===== src/rtl/dr_encoder_tx.sv =====
// dr_encoder_tx -- dual-rail (four-phase, return-to-spacer) transmitter.
//
// A single-rail word accepted on the in_valid/in_ready handshake is driven
// as a dual-rail codeword (out_1 = word, out_0 = ~word). Once the receiver
// acknowledges (ack = 1), the spacer is driven. Once ack returns to 0, the
// block goes back to IDLE. Each phase is held for at least HOLD cycles. A
// receiver that stalls for TMO consecutive cycles sends the block to a
// sticky ERR state, and only reset leaves that state.
//
// Ports:
//   clk       in   clock, rising edge
//   reset     in   synchronous active-high reset
//   in_data   in   [WIDTH] word to transmit
//   in_valid  in   in_data valid
//   in_ready  out  word accepted this cycle (registered)
//   out_1     out  [WIDTH] true rails (registered)
//   out_0     out  [WIDTH] false rails (registered)
//   ack       in   receiver completion: 1 = codeword seen, 0 = spacer seen
//   busy      out  transfer in progress (DATA or RTS)
//   timeout   out  sticky ack-timeout flag
module dr_encoder_tx #(
  parameter int WIDTH  = 3,
  parameter bit SPACER = 1'b0,
  parameter int HOLD   = 1,
  parameter int TMO    = 255
) (
  input  logic             clk,
  input  logic             reset,
  input  logic [WIDTH-1:0] in_data,
  input  logic             in_valid,
  output logic             in_ready,
  output logic [WIDTH-1:0] out_1,
  output logic [WIDTH-1:0] out_0,
  input  logic             ack,
  output logic             busy,
  output logic             timeout
);

  typedef enum logic [1:0] {IDLE, DATA, RTS, ERR} state_t;

  localparam logic [WIDTH-1:0] SP_WORD = SPACER ? {WIDTH{1'b1}} : {WIDTH{1'b0}};
  localparam logic [4:0]       HOLD_L  = 5'(HOLD);
  localparam logic [7:0]       TMO_M1  = 8'(TMO - 1);

  state_t           state;
  logic [3:0]       phase_cnt;
  logic [7:0]       wait_cnt;
  logic [WIDTH-1:0] word;
  logic             phase_done;

  function automatic logic [3:0] sat_inc4(input logic [3:0] v);
    return (v == 4'hF) ? v : v + 4'd1;
  endfunction

  // phase_cnt holds the cycles already completed in the phase, so the
  // current cycle is number phase_cnt+1; the phase may end once that
  // reaches HOLD.
  assign phase_done = ({1'b0, phase_cnt} + 5'd1) >= HOLD_L;

  // in_ready is registered: it is raised for the cycle after an edge that
  // leaves the block in IDLE with ack low, so a receiver still holding ack
  // high keeps the handshake closed.
  always_ff @(posedge clk) begin
    if (reset) begin
      state     <= IDLE;
      phase_cnt <= 4'd0;
      wait_cnt  <= 8'd0;
      word      <= '0;
      out_1     <= SP_WORD;
      out_0     <= SP_WORD;
      in_ready  <= 1'b0;
      busy      <= 1'b0;
      timeout   <= 1'b0;
    end else begin
      case (state)
        IDLE: begin
          phase_cnt <= 4'd0;
          wait_cnt  <= 8'd0;
          out_1     <= SP_WORD;
          out_0     <= SP_WORD;
          if (in_valid && in_ready) begin
            state    <= DATA;
            word     <= in_data;
            out_1    <= in_data;
            out_0    <= ~in_data;
            busy     <= 1'b1;
            in_ready <= 1'b0;
          end else begin
            in_ready <= ~ack;
          end
        end

        DATA: begin
          in_ready <= 1'b0;
          if (ack && phase_done) begin
            state     <= RTS;
            out_1     <= SP_WORD;
            out_0     <= SP_WORD;
            phase_cnt <= 4'd0;
            wait_cnt  <= 8'd0;
          end else if (wait_cnt == TMO_M1) begin
            state     <= ERR;
            out_1     <= SP_WORD;
            out_0     <= SP_WORD;
            busy      <= 1'b0;
            timeout   <= 1'b1;
            phase_cnt <= 4'd0;
            wait_cnt  <= 8'd0;
          end else begin
            out_1     <= word;
            out_0     <= ~word;
            phase_cnt <= sat_inc4(phase_cnt);
            wait_cnt  <= wait_cnt + 8'd1;
          end
        end

        RTS: begin
          out_1 <= SP_WORD;
          out_0 <= SP_WORD;
          if (!ack && phase_done) begin
            state     <= IDLE;
            busy      <= 1'b0;
            in_ready  <= 1'b1;
            phase_cnt <= 4'd0;
            wait_cnt  <= 8'd0;
          end else if (wait_cnt == TMO_M1) begin
            state     <= ERR;
            busy      <= 1'b0;
            in_ready  <= 1'b0;
            timeout   <= 1'b1;
            phase_cnt <= 4'd0;
            wait_cnt  <= 8'd0;
          end else begin
            in_ready  <= 1'b0;
            phase_cnt <= sat_inc4(phase_cnt);
            wait_cnt  <= wait_cnt + 8'd1;
          end
        end

        default: begin
          // ERR: parked on the spacer until reset.
          state    <= ERR;
          out_1    <= SP_WORD;
          out_0    <= SP_WORD;
          in_ready <= 1'b0;
          busy     <= 1'b0;
          timeout  <= 1'b1;
        end
      endcase
    end
  end

endmodule


===== config.mk =====
export PLATFORM = sky130hd
export DESIGN_NAME = dr_encoder_tx
export DESIGN_NICKNAME = d
export VERILOG_FILES = /design/src/rtl/dr_encoder_tx.sv
export SDC_FILE = /design/constraint.sdc
export NUM_CORES = 1
export LEC_CHECK = 0
export ABC_AREA = 1
export ABC_CLOCK_PERIOD_IN_PS = 1700
export CORE_MARGIN = 1.5
export CORE_UTILIZATION = 25
export CTS_CLUSTER_SIZE = 10
export DETAILED_ROUTE_END_ITERATION = 7
export GPL_ROUTABILITY_DRIVEN = 1
export PLACE_DENSITY = 0.4
export SKIP_LAST_GASP = 1
export SYNTH_ARGS = -nofsm -noshare
export SYNTH_HDL_FRONTEND = slang
export SYNTH_SLANG_ARGS = --single-unit

===== constraint.sdc =====
create_clock -name clk -period 1.7 [get_ports clk]
set_clock_uncertainty 0.1 [all_clocks]
set_input_delay 0.17 -clock clk [delete_from_list [all_inputs] [get_ports clk]]
set_output_delay 0.17 -clock clk [all_outputs]
set_load 0.005 [all_outputs]

# After elaboration in Yosys (flattened, before gate mapping)
# Index checks and enable logic that the tools add are counted.
# totals
mem_count	0
inputBits	7
mem_bits_rw	0
rom_bits	0
wordCells	67
latchBits	0
reg_bits	26
out_inout_bits	9
# op_classes
reduce_logical	9
n_mul	0
n_shift	0
div	0
muxes	34
n_eq_ne	7
bitwise_logic	4
addsub	3
order_cmp	1
# ops
cell	n
$mux 8	3
$pmux 8 s3	1
$mux 3	6
$mux 4	4
$pmux 3 s2	2
$pmux 4 s3	1
$mux 1	9
$add 8x1->8 const B	1
$eq 8x8->1 const B	1
$mux 2	4
$ne 2x2->1 const B	3
$not 3->3	2
$pmux 1 s3	2
$pmux 2 s3	1
$add 4x1->5 const B	1
$ge 5x1->1 const B	1
$add 4x1->4 const B	1
$eq 4x4->1 const B	1
$reduce_and 2->1	2
$logic_and 1x1->1	3
$reduce_and 3->1	1
$reduce_bool 3->1	1
$eq 2x1->1 const B	1
$eq 2x2->1 const B	1
other kinds (4)	5

# Logic depth before layout (Yosys ltp)
# depth
word_depth	5
mapped_depth	13
ltp_nobuf	13

# Worst setup path after synthesis
# No wires, ideal clock.
# synth_path
kind	register -> register
start	reg phase_cnt[0]
end	reg wait_cnt[1]
setup_ns	0.070
path_slack_ns	0.015
synth_period_minus_slack_ns	1.685
n_path_buf	1
stages_incl_launch_ff	13
t_required_ns	1.530
arrival_time_ns	1.514
cell_sequence	dfxtp_1 inv_2 ha_1 inv_1 nand2_1 nor2_2 nand2_2 nand2_1 nand2_2 nand2_4 buf_6 nand3b_1 a21oi_1
# synth_via
elab_chain_cells	5
elab_cells_between_ends	7
classes_between	add/sub: 1; order compare: 1; mux: 3; reduce/logical: 2
# synth_lines
element	line_no	rtl
start, declared	46	logic [3:0] phase_cnt;
start signal, assigned	112	phase_cnt <= sat_inc4(phase_cnt);
start signal, assigned	135	phase_cnt <= sat_inc4(phase_cnt);
$add 4x1->5 *	58	assign phase_done = ({1'b0, phase_cnt} + 5'd1) >= HOLD_L;
$ge 5x1->1 *	58	
$logic_and 1x1->1 (on tied branches)	120, 95	
$mux 8 (on tied branches)	120, 95	
$pmux 8 s3 *	75	case (state)
end signal, assigned	113	wait_cnt <= wait_cnt + 8'd1;
end signal, assigned	136	wait_cnt <= wait_cnt + 8'd1;
end, declared	47	logic [7:0] wait_cnt;
# Every way passes the cells marked *; elsewhere a longest branch is shown, timed or not.
# A chain may end at the register's enable or synchronous reset.

# Worst setup path in the final report
# layout_path
start	reg phase_cnt[0]
end	reg out_0[2]
# layout_via
elab_chain_cells	5
# layout_lines
element	line_no	rtl
$add 4x1->5	58	
$ge 5x1->1	58	
$logic_and 1x1->1	95	if (ack && phase_done) begin
$mux 3	95	
$pmux 3 s2	75	
end signal, assigned	85	out_0 <= ~in_data;
end signal, assigned	111	out_0 <= ~word;
end, declared	33	output logic [WIDTH-1:0] out_0,
# No other way between the ends.

==> metrics.md <==
| Metric | Value |
|---|---|
| Status | finished with violations |
| Failing checks | setup timing |
| Detail Route Antenna Nets | 0 |
| Worst-margin pin slew | 224 ps |
| Share of the synthesized area in the top cell type | 37.2% |
| Synth Register Bits | 26 |
| GRT overflow | 0 |
| Synthesis Warnings | 0 |
| Met3 global-route usage | 2.00% |
| Post-synthesis simple-gate area fraction | 30.9% |
| Synthesized Nets | about 210 |
| Final wirelength | 3450 um |
| Area growth syn-to-layout | 38.5% |
| Reg area | 529 sq um |
| Clk Latency, worst-skew pair | about 280 ps |
| Final setup fails | 1 |
| Post-Synth XOR/XNOR Area | 2.50% |
| Vias in the first global route | 1,297 |
| Final WS setup | -3.28 ps |
| Max-slew violations | 0 |
| RSZ-0062 raised after global routing | true |
| M1 GR Usage | 16.5% |
| H-tree levels | 1 |
| Initial DRC Count | 44 |
| CP max FO | 5 |
| GP Congestion | 0.742 |
| Total of max-cap violations | 0 |
| Vert. Die Dim | 77.8 um |
| Largest family of logic cells by synthesized area | simple AND/OR/NAND/NOR gates |
| Die Wd | between 70 and 80 um |
| Fill cells | around 600 |
| Initial antenna violation count | 0 |
| Root buf cell | clkbuf_8 |
| Pre-CTS setup slack | -182 ps |
| Grt met2 use | about a fifth |
| Max VDD drop | 0.000429 V |
| Die area | ~6000 sq um |
| Cell Pwr Density | 827 nW/um^2 |
| Pin count of the biggest net entering global routing | 16 |
| Distinct cells, synth | 22 |
| Hold Slack | between 300 and 400 ps |
| Post-layout util | 35.6% |
| Post-route DRC | 0 |
| CTS Sinks | 26 |
| Maximum clock frequency | 0.587 GHz |
| NumNets Final | 250 |
| Setup CP Type | reg2reg |
| Area of the core | ~5400 sq um |
| Port bufs | 15 |
| Area leader, netlist | dfxtp_1 |
| All-Layer GR Usage | 12.4% |
| Num CTS Buffers | 3 |
| Synth Area per Inst | 7.03 sq um |
| Synth top area cells | dfxtp_1 37%, nand2_1 14%, a21oi_1 7.5%, inv_1 7.2%, ha_1 7.2% |
| Final period demand of the worst path | 1700 ps |
| Synth Area in Compound Gates | roughly 12% |
| Pre-antenna DRT Iters | 5 |
| Most Used Layer, Global Route | met2 |
| Crit path DAT | 1830 ps |
| Dpl hpwl | 2410 um |
| Clock transition at path regs | 100 ps |
| Worst hold-check path type | reg2reg |
| Startpoint Class | flip-flop |
| Cell leakage power | 0.762 nW |
| Mapped Cells | ~200 |
| Share of post-route cells with drive strength above 1 | 22.6% |
| Via count | 1,306 |
| Critical path endpoint category | flip-flop |
| Global-route wire length before repair | 5910 um |
| Mapped Area | between 1000 and 1500 sq um |
| Initial Util | 25.7% |
| WL/cell | between 10 and 15 um |
| Relative slew slack | 84.9% |
| Clk buf depth | 2 |
| Worst EP required | 1820 ps |
| Final Cycle Share | 100% |
| CTS tree | yes |
| # IOs | 16 |
| Area of the multi-input gates | 831 sq um |
| Fin. Hold Viols | 0 |
| Adder-cell share of the synthesized area | 7.16% |
| Multiplexer share of the synthesized area | 0% |
| Antenna cells | 0 |
| Site row count | 27 |
| Hold_buf cts | 0 |
| Sequential area share after synthesis | 37.2% |
| DR vias/cell | 4.27 |
## path summary, 6_finish.rpt
check | start | end | slack, ps | cells after the start
max | phase_cnt[0] | out_0[2] | -3 | 11
min | timeout | timeout | 360 | 2
min reg2reg | timeout | timeout | 360 | 2
max reg2reg | phase_cnt[0] | out_0[2] | -3 | 11
## cells by family (layout without fill, tap and decap cells)
family | after synthesis | count (layout)
compound gates | 32 | 32
simple gates | 95 | 96
fa+ha+maj | 8 | 8
buf+inv | 34 | 68
flops | 26 | 26
xor+xnor | 4 | 4
## timing repair
action,in CTS,in global routing
pin swaps,8,8
endpoints found under the setup margin,21,20
hold endpoints to repair,0,0
gates resized for setup,13,14
cloned,1,0
buffers inserted,2,1
## synthesized netlist by cell type, drive strengths merged
cell,n
nand2,56
inv,29
dfxtp,26
a21oi,22
nand3,19
nor2,12
ha,8
o21ai,6
nand3b,4
nand4,4
xor2,4
a211oi,3
clkbuf,3
buf,2
a21boi,1
## cell type report
| class | count | area share, % |
|---|---|---|
| repair buffers | 35 | 15.7 |
| inverters | 29 | 5.75 |
| flip-flops and latches | 26 | 27.3 |
| clock buffers | 3 | 2.13 |
| clock inverters | 1 | 1.55 |
| well taps | 72 | 4.65 |
| multi-input cells | 140 | 42.9 |
## power by group
part | total (mW) | switching (mW) | leakage [nW] | internal [mW]
registers | 0.674 | 0.0255 | 0.213 | 0.648
clock network | 0.541 | 0.225 | 0.0357 | 0.316
logic | 0.387 | 0.217 | 0.513 | 0.170
total | 1.60 | 0.468 | 0.762 | 1.13
## registers in the layout (all words and copies together), names as in the netlist
register	cells
wait_cnt	8
busy	1
out_0	3
in_ready	1
word	3
state	2
phase_cnt	4
out_1	3
timeout	1
## routing by layer
layer,wire (um),up-vias
met5,0,-
li1,-,707
met2,1540,21
met1,1760,573
met4,54,0
met3,99,5
## placed cells by master (no fill, tap or decap)
master and n:
nand2_1 49, inv_1 25, dfxtp_1 23, buf_4 19, a21oi_1 17, nand3_1 16, clkdlybuf4s50_1 15, nor2_1 8
o21ai_0 6, ha_1 6, nor2_2 4, nand2_2 4, nand4_1 4, nand2_4 4, xor2_1 4, nand3b_1 4
a21oi_2 4, inv_2 3, nand3_2 3, a211oi_1 3, clkbuf_8 3, ha_4 2, dfxtp_4 2, inv_4 1
a21oi_4 1, a21boi_0 1, bufinv_16 1, buf_6 1, dfxtp_2 1
## critical path: stages, from the launching register on
cell and delay [ps]:
dfxtp_4 400, inv_4 40, ha_4 230, inv_2 50
nand2_2 50, nor2_2 110, nand2_2 90, nand2_2 100
nand2_4 90, a21oi_4 190, nand2_1 70, a21oi_1 130
## metrics by stage
step / setup TNS, ps / total power [mW] / area [sq um] / cells
after floorplan: 0 / 0.906 / 1400 / 199
after global placement: -1790 / 1.05 / 1740 / 298
after detailed placement: -2060 / 1.05 / 1740 / 298
after CTS: -34.5 / 1.61 / 1880 / 305
after global routing: -1930 / 1.70 / 1940 / 306
final: -3.28 / 1.60 / 1940 / 306
No activity file was read; power rests on OpenSTA's default activity.
